--- src/rtl/mem_forward_stage_pkg.sv ---
// Shared types for the memory stage: access sizes, slot states and the
// forwarding packet published to the hazard unit.
package mem_forward_stage_pkg;

  localparam int MEM_XLEN  = 64;
  localparam int MEM_BYTES = MEM_XLEN / 8;

  typedef logic [4:0] creg_addr_t;

  typedef struct packed {
    logic                valid;
    creg_addr_t          dst;
    logic [MEM_XLEN-1:0] data;
  } forward_data_out;

  typedef enum logic [1:0] {
    MSIZE_B,
    MSIZE_H,
    MSIZE_W,
    MSIZE_D
  } mem_size_t;

  typedef enum logic [1:0] {
    IDLE,
    REQ,
    DONE,
    DRAIN
  } mem_state_t;

  // Address offset not a multiple of the access size.
  function automatic logic misaligned(
    input logic [2:0] off,
    input logic [1:0] sz
  );
    logic [2:0] m;
    m = (3'd1 << sz) - 3'd1;
    return (off & m) != 3'd0;
  endfunction

endpackage

--- src/rtl/mem_lane_align.sv ---
// Byte-lane logic: store data shift + strobe, load extract + extend.
// Ports: i_off/i_size/i_wdata/i_rdata in; o_wdata/o_strobe/o_rdata out.
module mem_lane_align
  import mem_forward_stage_pkg::*;
(
  input  logic [2:0]          i_off,
  input  logic [2:0]          i_size,
  input  logic [MEM_XLEN-1:0] i_wdata,
  input  logic [MEM_XLEN-1:0] i_rdata,
  output logic [MEM_XLEN-1:0] o_wdata,
  output logic [7:0]          o_strobe,
  output logic [MEM_XLEN-1:0] o_rdata
);

  mem_size_t           w_sz;
  logic [5:0]          w_bsh;
  logic [7:0]          w_mask;
  logic [MEM_XLEN-1:0] w_rsh;
  logic                w_sx;

  assign w_sz  = mem_size_t'(i_size[1:0]);
  assign w_bsh = {i_off, 3'b000};
  assign w_sx  = !i_size[2];

  // Lanes past byte 7 fall off the 8-bit shift.
  assign o_strobe = w_mask << i_off;
  assign o_wdata  = i_wdata << w_bsh;
  assign w_rsh    = i_rdata >> w_bsh;

  always_comb begin
    w_mask  = 8'hFF;
    o_rdata = w_rsh;
    unique case (1'b1)
      (w_sz == MSIZE_B): begin
        w_mask  = 8'h01;
        o_rdata = {{56{w_sx & w_rsh[7]}}, w_rsh[7:0]};
      end
      (w_sz == MSIZE_H): begin
        w_mask  = 8'h03;
        o_rdata = {{48{w_sx & w_rsh[15]}}, w_rsh[15:0]};
      end
      (w_sz == MSIZE_W): begin
        w_mask  = 8'h0F;
        o_rdata = {{32{w_sx & w_rsh[31]}}, w_rsh[31:0]};
      end
      default: begin
        w_mask  = 8'hFF;
        o_rdata = w_rsh;
      end
    endcase
  end

endmodule

--- src/rtl/mem_forward_stage.sv ---
// Memory-stage slot: one bus request at a time, holds result, publishes fwd.
// Optional MEM_MISALIGN_CHECK_EN adds misalign_exc and suppresses bad requests.
module mem_forward_stage
  import mem_forward_stage_pkg::*;
#(
  parameter int XLEN  = 64,
  parameter int BYTES = XLEN / 8
) (
  input  logic             clk,
  input  logic             reset,
  input  logic             flush,
  input  logic             in_valid,
  output logic             in_ready,
  input  logic             in_regwrite,
  input  logic             in_memread,
  input  logic             in_memwrite,
  input  creg_addr_t       in_dst,
  input  logic [XLEN-1:0]  in_addr,
  input  logic [XLEN-1:0]  in_wdata,
  input  logic [2:0]       in_size,
  output logic             dreq_valid,
  output logic             dreq_write,
  output logic [XLEN-1:0]  dreq_addr,
  output logic [XLEN-1:0]  dreq_wdata,
  output logic [BYTES-1:0] dreq_strobe,
  input  logic             dresp_valid,
  input  logic [XLEN-1:0]  dresp_data,
  output logic             out_valid,
  input  logic             out_ready,
  output logic             out_regwrite,
  output creg_addr_t       out_dst,
  output logic [XLEN-1:0]  out_data,
`ifdef MEM_MISALIGN_CHECK_EN
  output logic             misalign_exc,
`endif
  output forward_data_out  fwd,
  output logic             load_pending
);

  mem_state_t      r_state;
  mem_state_t      w_state_n;
  logic            r_regwrite;
  logic            r_memread;
  logic            r_memwrite;
  creg_addr_t      r_dst;
  logic [XLEN-1:0] r_addr;
  logic [XLEN-1:0] r_wdata;
  logic [XLEN-1:0] r_data;
  logic [2:0]      r_size;
  logic            r_misalign;

  logic            w_accept;
  logic            w_mem_in;
  logic            w_bad_in;
  logic            w_busy;
  logic [XLEN-1:0] w_wdata;
  logic [7:0]      w_strobe;
  logic [XLEN-1:0] w_rdata;

  assign in_ready = !flush &&
    (r_state == IDLE || (r_state == DONE && out_ready));
  assign w_accept = in_valid && in_ready;
  assign w_mem_in = in_memread | in_memwrite;

`ifdef MEM_MISALIGN_CHECK_EN
  assign w_bad_in = w_mem_in &&
    misaligned(in_addr[2:0], in_size[1:0]);
  assign misalign_exc = (r_state == DONE) && r_misalign;
`else
  assign w_bad_in = 1'b0;
`endif

  always_comb begin
    w_state_n = r_state;
    unique case (r_state)
      IDLE, DONE: begin
        if (flush)
          w_state_n = IDLE;
        else if (w_accept)
          w_state_n = (w_mem_in && !w_bad_in) ? REQ : DONE;
        else if (r_state == DONE && out_ready)
          w_state_n = IDLE;
      end
      REQ: begin
        if (dresp_valid)
          w_state_n = flush ? IDLE : DONE;
        else if (flush)
          w_state_n = DRAIN;
      end
      DRAIN: begin
        if (dresp_valid)
          w_state_n = IDLE;
      end
      default: w_state_n = IDLE;
    endcase
  end

  mem_lane_align u_lane (
    .i_off    (r_addr[2:0]),
    .i_size   (r_size),
    .i_wdata  (r_wdata),
    .i_rdata  (dresp_data),
    .o_wdata  (w_wdata),
    .o_strobe (w_strobe),
    .o_rdata  (w_rdata)
  );

  always_ff @(posedge clk or negedge reset) begin
    if (!reset) begin
      r_state    <= IDLE;
      r_regwrite <= 1'b0;
      r_memread  <= 1'b0;
      r_memwrite <= 1'b0;
      r_dst      <= '0;
      r_addr     <= '0;
      r_wdata    <= '0;
      r_data     <= '0;
      r_size     <= '0;
      r_misalign <= 1'b0;
    end else begin
      r_state <= w_state_n;
      if (w_accept) begin
        r_regwrite <= in_regwrite && !w_bad_in;
        r_memread  <= in_memread;
        r_memwrite <= in_memwrite;
        r_dst      <= in_dst;
        r_addr     <= in_addr;
        r_wdata    <= in_wdata;
        r_size     <= in_size;
        r_data     <= w_mem_in ? '0 : in_addr;
        r_misalign <= w_bad_in;
      end else if (w_state_n == IDLE) begin
        // Empty slot carries no stale data.
        r_regwrite <= 1'b0;
        r_memread  <= 1'b0;
        r_memwrite <= 1'b0;
        r_dst      <= '0;
        r_addr     <= '0;
        r_wdata    <= '0;
        r_data     <= '0;
        r_size     <= '0;
        r_misalign <= 1'b0;
      end else if (r_state == REQ && dresp_valid) begin
        r_data <= r_memread ? w_rdata : '0;
      end
    end
  end

  assign w_busy      = (r_state == REQ) || (r_state == DRAIN);
  assign dreq_valid  = w_busy;
  assign dreq_write  = w_busy && r_memwrite;
  assign dreq_addr   = w_busy ? {r_addr[XLEN-1:3], 3'b000} : '0;
  assign dreq_wdata  = w_busy ? w_wdata : '0;
  assign dreq_strobe = w_busy ? w_strobe : '0;

  assign out_valid    = (r_state == DONE);
  assign out_regwrite = r_regwrite;
  assign out_dst      = r_dst;
  assign out_data     = r_data;

  assign fwd.valid = (r_state == DONE) && r_regwrite && (r_dst != '0);
  assign fwd.dst   = r_dst;
  assign fwd.data  = r_data;

  assign load_pending = (r_state == REQ) && r_memread &&
    r_regwrite && (r_dst != '0);

endmodule

--- config.mk ---
export PLATFORM = sky130hd
export DESIGN_NAME = mem_forward_stage
export DESIGN_NICKNAME = d
export VERILOG_FILES = /design/src/rtl/mem_forward_stage_pkg.sv /design/src/rtl/mem_lane_align.sv /design/src/rtl/mem_forward_stage.sv
export SDC_FILE = /design/constraint.sdc
export NUM_CORES = 1
export LEC_CHECK = 0
export CORE_AREA = 2 2 192 194
export DETAILED_ROUTE_END_ITERATION = 6
export DIE_AREA = 0 0 194 196
export GPL_ROUTABILITY_DRIVEN = 1
export PLACE_DENSITY = 0.67
export SLEW_MARGIN = 20
export SYNTH_ARGS = -nofsm -noshare
export SYNTH_HDL_FRONTEND = slang
export SYNTH_SLANG_ARGS = --single-unit
--- constraint.sdc ---
create_clock -name clk -period 5.3 [get_ports clk]
set_input_delay 0.795 -clock clk [delete_from_list [all_inputs] [get_ports clk]]
set_output_delay 0.795 -clock clk [all_outputs]
set_load 0.01 [all_outputs]
==> results of run 1 <==
==> routing by layer <==
layer  vias to the layer above  wire length (um)
met5                         -                27
met4                         4              2070
met3                       103              4520
met2                       644             27400
met1                      6081             22200
li1                       5221                 -
==> area by class of cell <==
class	instances	area, sq um
diodes	6	15.0
clock buffers	33	706
clock inverters	9	198
fillers	3329	17900
inverters	5	18.8
multi-input cells	822	6450
flip-flops and latches	205	5140
well taps	468	586
repair buffers	511	5090
==> report_power, final <==
group	internal, mW	total, mW	switching [mW]	leakage (nW)
Sequential	1.67	1.81	0.139	2.78
Clock	1.22	1.93	0.712	0.440
Combinational	0.581	1.23	0.645	4.25
Total	3.47	4.96	1.50	7.47
==> cells in the mapped netlist (all sizes together), types with 3 or more instances <==
master	count
dfrtp	205
a22o	141
buf	140
and2	83
nand2	69
mux2i	67
o21ai	56
a22oi	55
a21oi	53
clkbuf	51
nor2b	46
nor2	45
mux2	33
mux4	32
a211oi	20
a222oi	10
nor3	10
a32o	9
nand3	9
a31oi	8
and3	8
a221oi	7
a32oi	7
o22ai	7
o2bb2ai	6
nand2b	5
o211ai	5
inv	4
o31ai	4
o31a	3
==> state kept, by name, summed over array words and instances (netlist names) <==
register / cells
out_data: 64
r_addr: 64
r_wdata: 64
out_dst: 5
r_size: 3
r_state: 2
out_regwrite: 1
r_memread: 1
r_memwrite: 1
==> cell families (layout without fill, tap and decap cells) <==
| family | after synthesis | after routing |
|---|---|---|
| compound gates | 401 | 401 |
| buf+inv | 196 | 558 |
| flops | 205 | 205 |
| mux | 132 | 132 |
| other cells | 1 | 9 |
| simple gates | 286 | 286 |
==> worst paths after layout <==
check	cells past startpoint	slack (ns)	endpoint	startpoint
max in group asynchronous	2	3.86	r_addr[1]$_DFFE_PN0P_	reset
min reg2reg	1	0.49	r_addr[46]$_DFFE_PN0P_	r_addr[46]$_DFFE_PN0P_
max reg2reg	8	1.69	out_data[63]$_DFFE_PN0P_	r_addr[1]$_DFFE_PN0P_
min	1	0.25	r_wdata[9]$_DFFE_PN0P_	reset
max	5	0.92	dreq_wdata[46]	r_addr[1]$_DFFE_PN0P_
min in group clk	1	0.49	r_addr[46]$_DFFE_PN0P_	r_addr[46]$_DFFE_PN0P_
==> worst max-delay path: cells and delay by family (launching register included) <==
kind	cells	cell delay (ns)
flip-flops	1	0.60
AND/OR/NAND/NOR	2	1.04
buffers and inverters	2	1.17
AO/OA/AOI/OAI	1	0.22
==> stage by stage <==
stage	utilization (%)	cells	area (sq um)	total power, mW
2_1_floorplan	-	1223	12700	2.43
3_3_place_gp	47.8	2010	17300	3.04
3_5_place_dp	47.8	2010	17300	3.05
4_1_cts	50.4	2052	18200	4.99
5_1_grt	50.4	2059	18200	5.15
6_report	50.4	2059	18200	4.96
==> flow_summary.ini, run 1 <==
[sta]
slew_headroom_pct = 34.3
fin_crit_sh_pct = 82.7
setup_viol = 0
worstMarginPinSlew_ns = 0.985
fin_crit_ns = 4.38
final_max_slew_viol_count = 0
finClkSkew_ns = 0.00983
fin_tns_setup_ns = 0
rsz0062_at_grt = no
fmax_mhz = 228
fin_hold_ws_ns = 0.246
hold_viol = 0
setup_ws_ns = 0.918

[placed_design]
gp_congestion = 0.900
hpwl_um = 42100
pre_cts_ws_ns = 1.20
io_buffer_count = 486

[synth]
yosys_warnings = 0
ys_ff_latch = 205
synth-simple-area-share_pct = 12.0
synthAdderAreaFrac_pct = 0
synthFlopType = dfrtp_1
synth_compound_area_share_pct = 24.6
synth-xor-area-share_pct = 0
ys_types = 57
synth_area_sq_um = 12700
synthCells = 1221
synth_top_family_by_area = compound AO/OA/AOI/OAI gates
ys_seq_area_share_pct = 40.5
synthMuxAreaShare_pct = 13.9
synth.avg_cell_area_sq_um = 10.4
yosys-top-cells-area = dfrtp_1 (40%), a22o_1 (9.7%), mux4_2 (5.7%)
async_flop_share_pct = 100
synth_edf_count = 0
synth.top_cell.area_share_pct = 40.5
yosys.area.top_type = dfrtp_1

[global_route]
met2_usage_pct = 48.1
grt_use_met1_pct = 35.8
top_usage_layer = met2
grt_max_degree = 122
track_usage_pct = 28.5
grt-ovfl-total = 0
grt_pass1_wl_um = 81700
use_met3_pct = 6.21
grt_antenna_before_repair = 8
grt_pass1_vias = 12100

[die]
core_area_sq_um = 36100
rows = 70
die_y_um = 196
die_w_um = 194
io_pins = 490
die_area_sq_um = 38000
floorplan.initialDensity_pct = 35.1

[critical_path]
worstPathCellList = buf_4, nor2b_2, a22oi_1, nor2b_1, clkdlybuf4s50_1
crit_slowest_cell = nor2b_2
critPathLaunchType = register
endpoint_kind = output port
worstSetupPathType = reg2out
slowest_delay_ns = 0.72
cp_data_required_time_ns = 4.51
crit_fanout = 54
cp.arrival_ns = 3.59

[clocking]
clk_latency_ns = 0.53
cts_buffers = 25
clockBufferDepth = 3
cts_tree = done
cts_hold_buf = 0
cts_resized = 0
htreeDepth = 1
cts_sinks = 205
clk_pin_slew_ns = 0.06
cts_setup_buffers = 0
root_buffer = clkbuf_16

[pwr]
leakagePower_nw = 7.47
powerDensity_nw_per_um2 = 273
peakVddDrop_mv = 0.196

[drt]
wl_um = 56200
viasPerCell = 5.85
vias = 12100
dr.pass1.iters = 7
ant_nets = 0
drt_iter0_drc = 955
routedWlPerCell_um = 27.3
drcViolationCount = 0

[final_layout]
final_common_cell = clkdlybuf4s50_1
nNetsFinal = 1779
area_growth_pct = 43.6
final_cell_mix = clkdlybuf4s50_1 (485), dfrtp_1 (201), a22o_1 (141), and2_1 (82), nand2_1 (69)
drive_gt1_share_pct = 11.5

[worst_hold_path]
worstHoldPathType = in2async

[run]
cap_viol_max_count = 0

[outcome]
status = completed
Power figures use the tool's default switching activity.
==> inputs of run 2 (changes only) <==
--- a/config.mk
+++ b/config.mk
@@ -9,7 +9,7 @@
 export DETAILED_ROUTE_END_ITERATION = 6
 export DIE_AREA = 0 0 194 196
 export GPL_ROUTABILITY_DRIVEN = 1
-export PLACE_DENSITY = 0.67
+export PLACE_DENSITY = 0.69
 export SLEW_MARGIN = 20
 export SYNTH_ARGS = -nofsm -noshare
 export SYNTH_HDL_FRONTEND = slang
==> constraint.sdc (replaced) <==
create_clock -name clk -period 3.7 [get_ports clk]
set_input_delay 0.555 -clock clk [delete_from_list [all_inputs] [get_ports clk]]
set_output_delay 0.555 -clock clk [all_outputs]
set_load 0.01 [all_outputs]
==> run 2 against run 1 <==
Net effect:
- hold slack got worse by 0.18 ns
- wire length is 0.89% higher
- via count is essentially flat
- combinational power rose by 47%
- first-iteration DRC count shrank 3.5%
- cell count is 0.92% higher
- global-route usage up 0.24 points
- clock skew hardly changed
- worst setup slack got worse by 0.74 ns
- core utilization grew 0.41 points
- critical path type unchanged
- largest cell class unchanged
==> flow_summary.ini, run 2 (synthesized netlist as in run 1, its figures left out) <==
[final_layout]
drive_gt1_share_pct = 12.6
utilization_pct = 50.8
final_cell_mix = clkdlybuf4s50_1 (485), dfrtp_1 (201), a22o_1 (141), and2_1 (82), nand2_1 (69)
final_common_cell = clkdlybuf4s50_1
area_growth_pct = 44.7
nNetsFinal = 1798

[global_route]
met2_usage_pct = 49.4
grt_use_met1_pct = 34.9
grt_antenna_before_repair = 11
grt-ovfl-total = 0
grt_max_degree = 88
grt_pass1_wl_um = 82500
top_usage_layer = met2
track_usage_pct = 28.7
grt_pass1_vias = 12300
use_met3_pct = 7.74

[clocking]
clk_pin_slew_ns = 0.06
cts_tree = done
cts_sinks = 205
root_buffer = clkbuf_16
htreeDepth = 1
clk_latency_ns = 0.53
clockBufferDepth = 3
cts_buffers = 24
cts_hold_buf = 0

[drt]
ant_nets = 0
drt_iter0_drc = 922
viasPerCell = 5.80
routedWlPerCell_um = 27.3
wl_um = 56700
dr.pass1.iters = 6
drcViolationCount = 0
vias = 12100

[critical_path]
cp.arrival_ns = 2.96
crit_fanout = 36
r2r_slack_ns = 0.61
worstSetupPathType = reg2out
endpoint_kind = output port
ff2ff_path_depth = 8
regToRegStartpoint = r_addr[0]$_DFFE_PN0P_
cp_data_required_time_ns = 3.14
critPathLaunchType = register
reg2reg_to = out_data[63]$_DFFE_PN0P_

[pwr]
peakVddDrop_mv = 0.281
leakagePower_nw = 7.56
powerDensity_nw_per_um2 = 375

[die]
floorplan.initialDensity_pct = 35.1
die_y_um = 196
io_pins = 490
die_w_um = 194
die_area_sq_um = 38000
rows = 70
core_area_sq_um = 36100

[sta]
fin_crit_sh_pct = 95.1
rsz0062_at_grt = no
finClkSkew_ns = 0.00981
setup_viol = 0
fin_crit_ns = 3.52
worstMarginPinSlew_ns = 0.986
slew_headroom_pct = 34.1
setup_ws_ns = 0.182
hold_viol = 0
fmax_mhz = 284
final_max_slew_viol_count = 0
fin_tns_setup_ns = 0

[placed_design]
gp_congestion = 0.891
pre_cts_ws_ns = 0.557
hpwl_um = 42700
io_buffer_count = 486

[outcome]
status = completed

[worst_hold_path]
worstHoldPathType = in2async

[run]
cap_viol_max_count = 0
==> run 2: cell types whose count changed in the layout (fill, tap and decap cells not counted), moves of 2 or more <==
cell	delta
bufinv_16	-3
clkbuf_1	+2
diode_2	-2
clkinv_2	+2
buf_4	+15
buf_12	+3
==> run 2: layer usage <==
metal  vias to the layer above  part of all wire (%)
met3                        90                   8.6
li1                       5263                     -
met2                       628                    49
met5                         -                  0.16
met4                        12                   3.1
met1                      6067                    39
==> run 2: report_power, final <==
group	switching (mW)	leakage [nW]	total (mW)	internal, mW
Clock	0.982	0.401	2.50	1.52
Sequential	0.178	2.78	2.57	2.39
Combinational	0.948	4.37	1.81	0.864
==> run 2: worst max-delay path by stage <==
| stage | from | slack [ns] | endpoint | cells after the start |
|---|---|---|---|---|
| 2_1_floorplan | r_addr[0]$_DFFE_PN0P_ | 1.25 | dreq_strobe[6] | 7 |
| 3_3_place_gp | r_addr[1]$_DFFE_PN0P_ | 0.01 | dreq_strobe[6] | 5 |
| 3_5_place_dp | r_addr[0]$_DFFE_PN0P_ | 0.56 | dreq_wdata[46] | 5 |
| 4_1_cts | r_addr[1]$_DFFE_PN0P_ | 0.04 | dreq_strobe[5] | 6 |
| 5_1_grt | r_addr[1]$_DFFE_PN0P_ | 0.04 | dreq_strobe[6] | 6 |
| 6_report | r_addr[0]$_DFFE_PN0P_ | 0.18 | dreq_wdata[46] | 5 |
==> run 2: worst max-delay path: stages (launching register included) <==
cell and delay, ns:
dfrtp_4 0.72, buf_12 0.30, mux4_2 0.54, a22oi_1 0.25, nor2b_1 0.11, clkdlybuf4s50_1 0.49
==> run 2: final cells by class <==
class	count	area, sq um
diodes	4	10.0
clock buffers	34	699
clock inverters	9	125
fillers	3377	17700
inverters	5	18.8
multi-input cells	822	6460
flip-flops and latches	205	5140
well taps	468	586
repair buffers	531	5310
==> run 2: timing repair <==
item / in CTS / in global routing
setup buffers: 1 / 0
cloned: 0 / 1
resized for setup: 0 / 3
endpoints found under the setup margin: 1 / 3
==> run 2: per-stage QoR <==
step / hold slack, ns / instances / total power, mW / instance area (sq um)
final: 0.0667 / 2078 / 6.88 / 18300
after global routing: 0.102 / 2078 / 7.14 / 18300
after CTS: 0.0700 / 2073 / 6.91 / 18300
after detailed placement: 0.474 / 2029 / 4.38 / 17400
after global placement: 0.475 / 2028 / 4.37 / 17400
after floorplan: 0.259 / 1223 / 3.48 / 12700
